**config.mk**
```make
export PLATFORM = sky130hd
export DESIGN_NAME = window_compare
export DESIGN_NICKNAME = d
export VERILOG_FILES = /design/src/rtl/window_compare_pkg.sv /design/src/rtl/window_compare_cmp_core.sv /design/src/rtl/window_compare.sv
export SDC_FILE = /design/constraint.sdc
export NUM_CORES = 1
export LEC_CHECK = 0
export CAP_MARGIN = 20
export CORE_MARGIN = 5
export CORE_UTILIZATION = 45
export CTS_CLUSTER_DIAMETER = 80
export DETAILED_ROUTE_END_ITERATION = 8
export MAX_ROUTING_LAYER = met4
export PLACE_DENSITY = 0.75
export SYNTH_ARGS = -nofsm -noshare
export SYNTH_HDL_FRONTEND = slang
export SYNTH_HIERARCHICAL = 1
export SYNTH_SLANG_ARGS = --single-unit
```
**constraint.sdc**
```tcl
create_clock -name clk -period 5.3 [get_ports clk]
set_clock_uncertainty 0.2 [all_clocks]
set_input_delay 0.53 -clock clk [delete_from_list [all_inputs] [get_ports clk]]
set_output_delay 0.53 -clock clk [all_outputs]
set_load 0.03 [all_outputs]
```
**src/rtl/window_compare_pkg.sv**
```systemverilog
// Shared verdict encodings and state type for the window_compare block.
package window_compare_pkg;

    localparam logic [2:0] CMP_GT = 3'b001;
    localparam logic [2:0] CMP_EQ = 3'b010;
    localparam logic [2:0] CMP_LT = 3'b100;

    typedef enum logic {
        ST_ACCUM,
        ST_REPORT
    } state_t;

endpackage

```
**src/rtl/window_compare_cmp_core.sv**
```systemverilog
// Combinational WIDTH-bit magnitude compare producing a one-hot verdict.
// Signed mode exists only when COMPARE_SIGNED_EN is defined.
module cmp_core
    import window_compare_pkg::*;
#(
    parameter int WIDTH = 4
) (
    input  logic [WIDTH-1:0] a,
    input  logic [WIDTH-1:0] b,
    input  logic             sgn,
    output logic [2:0]       verdict
);

    logic [WIDTH-1:0] a_k;
    logic [WIDTH-1:0] b_k;

`ifdef COMPARE_SIGNED_EN
    always_comb begin
        a_k = a;
        b_k = b;
        // Flipping the sign bit maps two's-complement order onto unsigned order.
        a_k[WIDTH-1] = a[WIDTH-1] ^ sgn;
        b_k[WIDTH-1] = b[WIDTH-1] ^ sgn;
    end
`else
    logic unused_sgn;
    assign unused_sgn = sgn;
    assign a_k = a;
    assign b_k = b;
`endif

    always_comb begin
        // NOTE: assign a default before any branch so no path infers a latch.
        verdict = CMP_EQ;
        if (a_k > b_k) begin
            verdict = CMP_GT;
        end else if (a_k < b_k) begin
            verdict = CMP_LT;
        end
    end

endmodule

```
**src/rtl/window_compare.sv**
```systemverilog
// Streaming comparator: per-pair one-hot verdict plus windowed tallies
// presented under a summary handshake. Optional signed mode: COMPARE_SIGNED_EN.
module window_compare
    import window_compare_pkg::*;
#(
    parameter int WIDTH  = 4,
    parameter int WINDOW = 8,
    parameter int CW     = $clog2(WINDOW + 1)
) (
    input  logic             clk,
    input  logic             rst,
    input  logic             in_valid,
    output logic             in_ready,
    input  logic [WIDTH-1:0] a,
    input  logic [WIDTH-1:0] b,
    input  logic             sgn,
    input  logic             flush,
    output logic             y_valid,
    output logic [2:0]       y,
    output logic             sum_valid,
    input  logic             sum_ready,
    output logic [CW-1:0]    cnt_gt,
    output logic [CW-1:0]    cnt_eq,
    output logic [CW-1:0]    cnt_lt
);

    state_t        state;
    logic [CW-1:0] pair_cnt;
    logic [2:0]    verdict;
    logic          accept;
    logic          last_pair;
    logic          close_win;

    cmp_core #(.WIDTH(WIDTH)) u_cmp (
        .a       (a),
        .b       (b),
        .sgn     (sgn),
        .verdict (verdict)
    );

    // Handshake flags decode the state register only, never in_valid.
    assign in_ready  = (state == ST_ACCUM);
    assign sum_valid = (state == ST_REPORT);

    assign accept    = in_valid && in_ready;
    assign last_pair = (pair_cnt == CW'(WINDOW - 1));
    assign close_win = (accept && last_pair) ||
                       (flush && ((pair_cnt != '0) || accept));

    // NOTE: sequential state uses non-blocking assignments only.
    always_ff @(posedge clk or posedge rst) begin
        if (rst) begin
            state    <= ST_ACCUM;
            y        <= 3'b000;
            y_valid  <= 1'b0;
            pair_cnt <= '0;
            cnt_gt   <= '0;
            cnt_eq   <= '0;
            cnt_lt   <= '0;
        end else begin
            y_valid <= 1'b0;
            case (state)
                ST_ACCUM: begin
                    if (accept) begin
                        y        <= verdict;
                        y_valid  <= 1'b1;
                        pair_cnt <= pair_cnt + CW'(1);
                        case (verdict)
                            CMP_GT:  cnt_gt <= cnt_gt + CW'(1);
                            CMP_LT:  cnt_lt <= cnt_lt + CW'(1);
                            default: cnt_eq <= cnt_eq + CW'(1);
                        endcase
                    end
                    if (close_win) begin
                        state <= ST_REPORT;
                    end
                end
                ST_REPORT: begin
                    if (sum_ready) begin
                        state    <= ST_ACCUM;
                        pair_cnt <= '0;
                        cnt_gt   <= '0;
                        cnt_eq   <= '0;
                        cnt_lt   <= '0;
                    end
                end
                default: state <= ST_ACCUM;
            endcase
        end
    end

endmodule

```
==> results.txt, run 1 <==
The flow ran to the end, and the final reports show no timing, DRC or antenna violations. The tools report the worst ir drop on vdd as 0.267 mV. By startpoint and endpoint, the worst setup path is classified as input pin to flip-flop. For this run, asynchronously set or reset flops after synthesis account for 100%.

In this run the critical register-to-register path is launched from sum_valid. After the last flow step, the layout net total stands at 181. Global routing used 23.1% of the available met2 tracks. STA classifies the critical path endpoint as a flip-flop. The logs give 1 for the level count of the clock H-tree and 0 for the total count of hold-check failures in the final report. For the die area, the log shows 3880 µm².

The count of port buffers added during placement was 30; the starting DRC count in detailed routing was 48. Commonest register cell after synthesis: dfrtp_1. At the later pin of the worst-skew pair, clock insertion delay measures 300 ps. The initial antenna violation count is 0, and the final total power is 627 µW. For this design the static power due to leakage is 0.748 nW.

For this run, the register share of the synthesized area comes to 42.7%. The repair_antennas step left the layout with diodes totalling 0. The logs give 19 for the number of cell rows and 4 for the first-pass detailed-route iteration total.

The most frequent cell on the critical path is a21oi_1. The cell sitting at the root of the clock tree is a clkbuf_4. Across the run, the number of max-cap violations was 0. Global routing used 17.8% of the available met1 tracks.

For the worst setup path, the data required time is 5340 ps. The count of cells along the worst hold path works out to 1. The post-CTS setup repair buffer count was 0.

The worst setup path is launched from an input pin. Layout overhead on the synthesized area: 28.2%. The run gives 2690 µm² as the area of the core. From bottom edge to top edge, the die measures 62.3 µm. The number of vias per cell after detailed routing is 5.68, and the synthesis-stage register bit count is 21. The number of max-slew violations in the final report is 0, and the global router's overall resource usage is 14.8%. The maximum cell stage delay along the critical path works out to 570 ps. For the tightest slew margin relative to the limit, the log shows 45.1%. The min-delay analysis places its worst path in the category flip-flop to flip-flop. The measured slew at the worst slew-check pin was 823 ps; the number of nets in the synthesized netlist was 149. The critical path starts at b[3]. The signal on the critical path passes through clkdlybuf4s50_1, inv_1, ha_1, a21oi_1, a31oi_1, or3b_1, or4_1, a21oi_1. The tools report the TritonCTS buffer count as 3.

After detailed routing, the number of remaining DRC violations is 0. The power density over cell area was 398 nW/µm²; the HPWL reported at the end of detailed placement was 2000 µm. In the synthesized netlist, the number of instances is 126. The synthesized netlist occupies a cell area of 1230 µm². The first global-routing pass estimated 4640 µm of wire.

The die width was 62.3 µm; the initial standard-cell utilization of the core was 45.8%. In this run, synthesis inferred 0 flip-flops with an integrated enable. The worst-case clock buffer depth is 2, and the fraction of final layout cells with drive strength greater than 1 is 3.82%. The global routing stage identified its most utilized layer as met2. The worst min-delay path startpoint is cnt_lt[3]. The slowest stage of the critical path belongs to the cell or3b_1.

Yosys printed 6 warnings. Once the clock tree was built, the resizer swapped 0 gates to a different size. Along the worst path, the maximum fanout reaches 10.

Of the available clock period, the critical path in the final layout requires 57.6%. The filler cells instantiated in the layout total 238. Summed over all layers, the routed wires come to 2610 µm. For this design, the sink count on the clock tree is 21.

Global routing finished with a remaining overflow of 0. The clock-pin slew reported for the worst setup and hold paths after clock tree synthesis works out to 110 ps. Routability-driven placement finished with a final weighted congestion of 0.823. TritonCTS built the clock tree. The met3 track utilization from global routing came out at 3.96%.

The remaining antenna violation count after routing is 0, and the post-layout minimum cycle time is 3050 ps. Derived from the worst setup path, the maximum achievable clock frequency is 0.328 GHz. The maximum number of pins on one net before global-route repair is 22, and the number of global-route vias before repair is 1049.

At the worst endpoint, the arrival time is 3090 ps. For the count of distinct cell types in the synthesized netlist, the log shows 40. Setup repair after global routing left no endpoint under its margin. The synthesized area per cell is 9.76 µm². The number of cells on the worst reg-to-reg path is 3.

The average wire per cell in the routed design came out at 13.9 µm. For the final routed database, the setup TNS stands at 0 ps. Pin placement for this block handled 32 I/O pins.

The count of final setup violators is 0, and the number of buffers added to fix hold violations after cts is 0. Detailed routing inserted a total of 1068 vias.
## metrics by stage
stage | setup slack (ps) | hold slack, ps | std cells | cell area [µm²] | util (%)
after detailed placement | 1950 | 271 | 184 | 1550 | 57.7
after global routing | 2110 | 327 | 188 | 1580 | 58.7
after floorplan | 2630 | 307 | 126 | 1230 | -
after global placement | 2030 | 260 | 184 | 1550 | 57.7
after CTS | 2280 | 300 | 188 | 1580 | 58.7
final | 2250 | 290 | 188 | 1580 | 58.7
## per-layer routing
layer	up-vias	part of all wire (%)
met5	-	0
met4	0	0.54
met3	3	4.8
met2	26	47
met1	517	48
li1	522	-
## synth_stat cells, types with 2 or more instances
cell type / number / share of area [%]
dfrtp_1: 21 / 43
nand2_1: 15 / 4.6
inv_1: 13 / 4.0
ha_1: 9 / 9.2
mux2i_1: 6 / 4.9
nand3_1: 6 / 2.4
a21oi_1: 5 / 2.0
o21ai_0: 4 / 1.6
o211ai_1: 3 / 1.8
o31ai_1: 3 / 1.8
a31oi_1: 2 / 1.0
and2_1: 2 / 1.0
and3_1: 2 / 1.0
clkbuf_1: 2 / 0.61
nand2b_1: 2 / 1.0
nor2b_1: 2 / 1.0
nor3_1: 2 / 0.81
nor3b_1: 2 / 1.2
o2111ai_1: 2 / 1.4
o211a_1: 2 / 1.6
or4_1: 2 / 1.2
## flip-flops by register name, summed over array words and instances, names as in the netlist
register   count
cnt_eq         4
cnt_gt         4
cnt_lt         4
pair_cnt       4
sum_valid      1
y              3
y_valid        1
## power breakdown
part	internal (mW)	switching (mW)	total, mW
combinational	0.125	0.175	0.299
sequential	0.202	0.0479	0.250
clock	0.0294	0.0488	0.0781
total	0.356	0.271	0.627
## critical path, delay by kind of cell
kind / cells / cell delay, ps
AND/OR/NAND/NOR: 2 / 1110
AO/OA/AOI/OAI: 3 / 650
buffers and inverters: 2 / 490
adder cells (fa/ha/maj): 1 / 310
## layout by cell type, fill, tap and decap left out, drive strengths merged, types with 3 or more instances in the layout
cell type / n
o31ai: 3
nor2b: 3
o21ai: 4
ha: 9
nand3: 6
clkdlybuf4s50: 30
clkbuf: 4
o211ai: 4
dfrtp: 21
inv: 13
nand2: 15
mux2i: 6
a21oi: 5
## area by class of cell
class                   instances  area, µm²  share of cell area, %
well taps                      31       38.8                   2.46
multi-input cells              88        633                   40.2
clock buffers                   4       26.3                   1.67
repair buffers                 30        300                   19.0
inverters                      14       52.6                   3.33
flip-flops and latches         21        526                   33.3
## cells by family after synthesis
| group | synth area share, % |
|---|---|
| buffers and inverters | 5.80 |
| multiplexers | 4.88 |
| flip-flops | 42.7 |
| AO/OA/AOI/OAI | 17.3 |
| AND/OR/NAND/NOR | 19.4 |
| adder cells (fa/ha/maj) | 9.16 |
| XOR/XNOR | 0.712 |
## final timing paths
kind,to,slack (ps)
setup / recovery,cnt_gt[3],2250
hold / removal,cnt_lt[3],290
setup reg to reg,cnt_gt[3],3310
hold reg to reg,cnt_lt[3],290
max in group asynchronous,cnt_gt[2],3920
min in group asynchronous,pair_cnt[2],470
Note: power is estimated with default switching activity, not from simulation.
==> inputs of run 2 (changes only) <==
- clock period: 5.3 -> 3 ns (I/O delays scaled with it)
==> results.txt, run 2 (synthesis results as in run 1) <==
The die covers 3880 µm². Power density over cell area: 704 nW/µm². The area growth from synthesis to layout is 28.8%. Counting every sink on the clock net gives 21. For the total placed cells including tap cells, the log shows 185. The setup TNS after final layout was 0 ps.

The tools report the reported max-cap violation count as 0. Number of buffers added to fix hold violations after cts: 0. The die is 62.3 µm wide. The count of antenna diodes in the layout was 0. Summed over all layers, the routed wires come to 2810 µm.

The detailed router finished its first iteration with 30 violations. The worst path uses 89.6% of the clock period. The average wire per cell in the routed design was 14.9 µm. For this run, the top clock speed supported by timing is 0.372 GHz.

Once the clock tree was built, the setup fixing pass inserted 0 buffers. In this run the tightest slew margin relative to its limit is 45.4%. The internal power is 630 µW, and the combinational share of power is 47.8%. The count of nets left with antenna violations once routing finished came out at 0. At the pin with the least slew margin, the transition time is 819 ps.

STA classifies the critical path startpoint as an input pin. Most frequent standard cell in the layout excluding fill and tap cells: clkdlybuf4s50_1. The worst setup path is of the input pin to flip-flop kind. Sequential cells account for 39.7% of the total power. The worst-case clock buffer depth is 2. Type of the worst min-delay path: input pin to async pin. The register-to-register path setup slack was 1000 ps; the count of port buffers added during placement was 30. TritonCTS built the clock tree. The run gives 3030 ps as the required time of the worst setup path. The timing startpoint of the critical path was b[3].

The worst register-to-register path ends at cnt_gt[2]. The floorplan step defined a core boundary enclosing 2690 µm². In the routed design, unresolved DRC markers number 0.

The logs give 22 for the maximum number of pins on one net before global-route repair and 189 for the final standard cell count with taps included and fillers excluded. The number of ports placed on the die boundary was 32. At the later pin of the worst-skew pair, clock insertion delay measures 310 ps. For this run, the detailed router's first-pass iteration total came to 4.

The run finished with clean final reports. At the end of routability-driven placement, the weighted congestion stood at 0.825. The tools report the level count of the clock H-tree as 1. Part of the power in the clock network: 12.5%.

Setup repair after global routing left no endpoint under its margin. The first global-routing pass estimated 4950 µm of wire. Summed over all nets, the switching power comes to 485 µW.

Cells fill 59.0% of the core in the end. The startpoint identified for the worst register-to-register timing path is sum_valid. Total count of hold-check failures in the final report: 0.

In this run the static leakage power is 0.753 nW. The largest driver fanout on the critical path is 10, and the switching part of the total power is 43.5%. The final total power is 1.12 mW. The initial antenna violation count is 0, and the fraction of final layout cells with drive strength greater than 1 is 4.43%. The logs give 19 for the number of cell rows and 2150 µm for the HPWL reported at the end of detailed placement.

Number of cells traversed by the worst register-to-register path: 3. The tools report the global router's overall resource usage as 15.4%. In the layout the commonest cells are clkdlybuf4s50_1, dfrtp_1, nand2_1. Number of max-slew violations in the final report: 0.

The post-cts sizing count was 0; the clock-pin slew reported for the worst setup and hold paths after clock tree synthesis was 120 ps. For this configuration, the core starts out at a cell density of 45.8%. The vertical die dimension was 62.3 µm; the post-layout minimum cycle time was 2690 ps. The routed layout has 1060 vias. Across the VDD grid, the largest voltage drop is 0.404 mV. Global routing finished with a remaining overflow of 0. Setup violations remaining at the end of the flow were counted as 0.

The number of global-route vias before repair was 1120; the number of vias per cell after detailed routing was 5.61. The most critical setup path has its endpoint at cnt_gt[2]. The TritonCTS buffer count was 3. Type of destination of the critical path: a flip-flop. Clock tree synthesis selected as its root buffer the cell clkbuf_4. The run gives 182 as the final layout net count. The arrival time at the worst endpoint was 2710 ps.
-- run 2: area by class of cell --
cell class	instances	area [µm²]
Sequential cell	21	526
Clock buffer	4	26.3
Multi-Input combinational cell	88	633
Inverter	14	52.6
Tap cell	31	38.8
Timing Repair Buffer	31	308
Fill cell	252	1100
-- run 2: critical path: stages --
cell             delay (ps)
clkdlybuf4s50_1         450
inv_1                    40
ha_1                    320
a21oi_1                 250
a31oi_1                 140
or3b_1                  510
or4_1                   520
a21oi_1                 180
-- run 2: how the worst min path moves through the flow --
stage	from	end	slack [ps]
after floorplan	rst	cnt_eq[0]	80
after global placement	y[0]	y[0]	260
after detailed placement	y[1]	y[1]	270
after CTS	rst	cnt_eq[3]	270
after global routing	rst	cnt_eq[3]	330
final	rst	cnt_eq[2]	230
-- run 2: power groups by stage --
stage / Combinational [mW] / Clock, mW / Sequential [mW]
global route: 0.579 / 0.154 / 0.457
finish: 0.533 / 0.140 / 0.442
CTS: 0.540 / 0.145 / 0.440
global placement: 0.523 / 0 / 0.438
detailed placement: 0.538 / 0 / 0.446
floorplan: 0.239 / 0 / 0.540
-- run 2: per-stage QoR --
stage               hold slack, ps  setup slack [ps]  cell area [µm²]
CTS                            273               358             1580
floorplan                     76.5               560             1230
global placement               260               115             1560
finish                         233               313             1580
detailed placement             272              40.2             1560
global route                   327               172             1580
-- run 2: metal layers --
layer	track usage, %	vias up	wire length [µm]
met3	3.60	0	126
met1	18.0	519	1320
met2	26.9	25	1370
met5	-	-	0
li1	-	516	-
met4	3.18	0	0
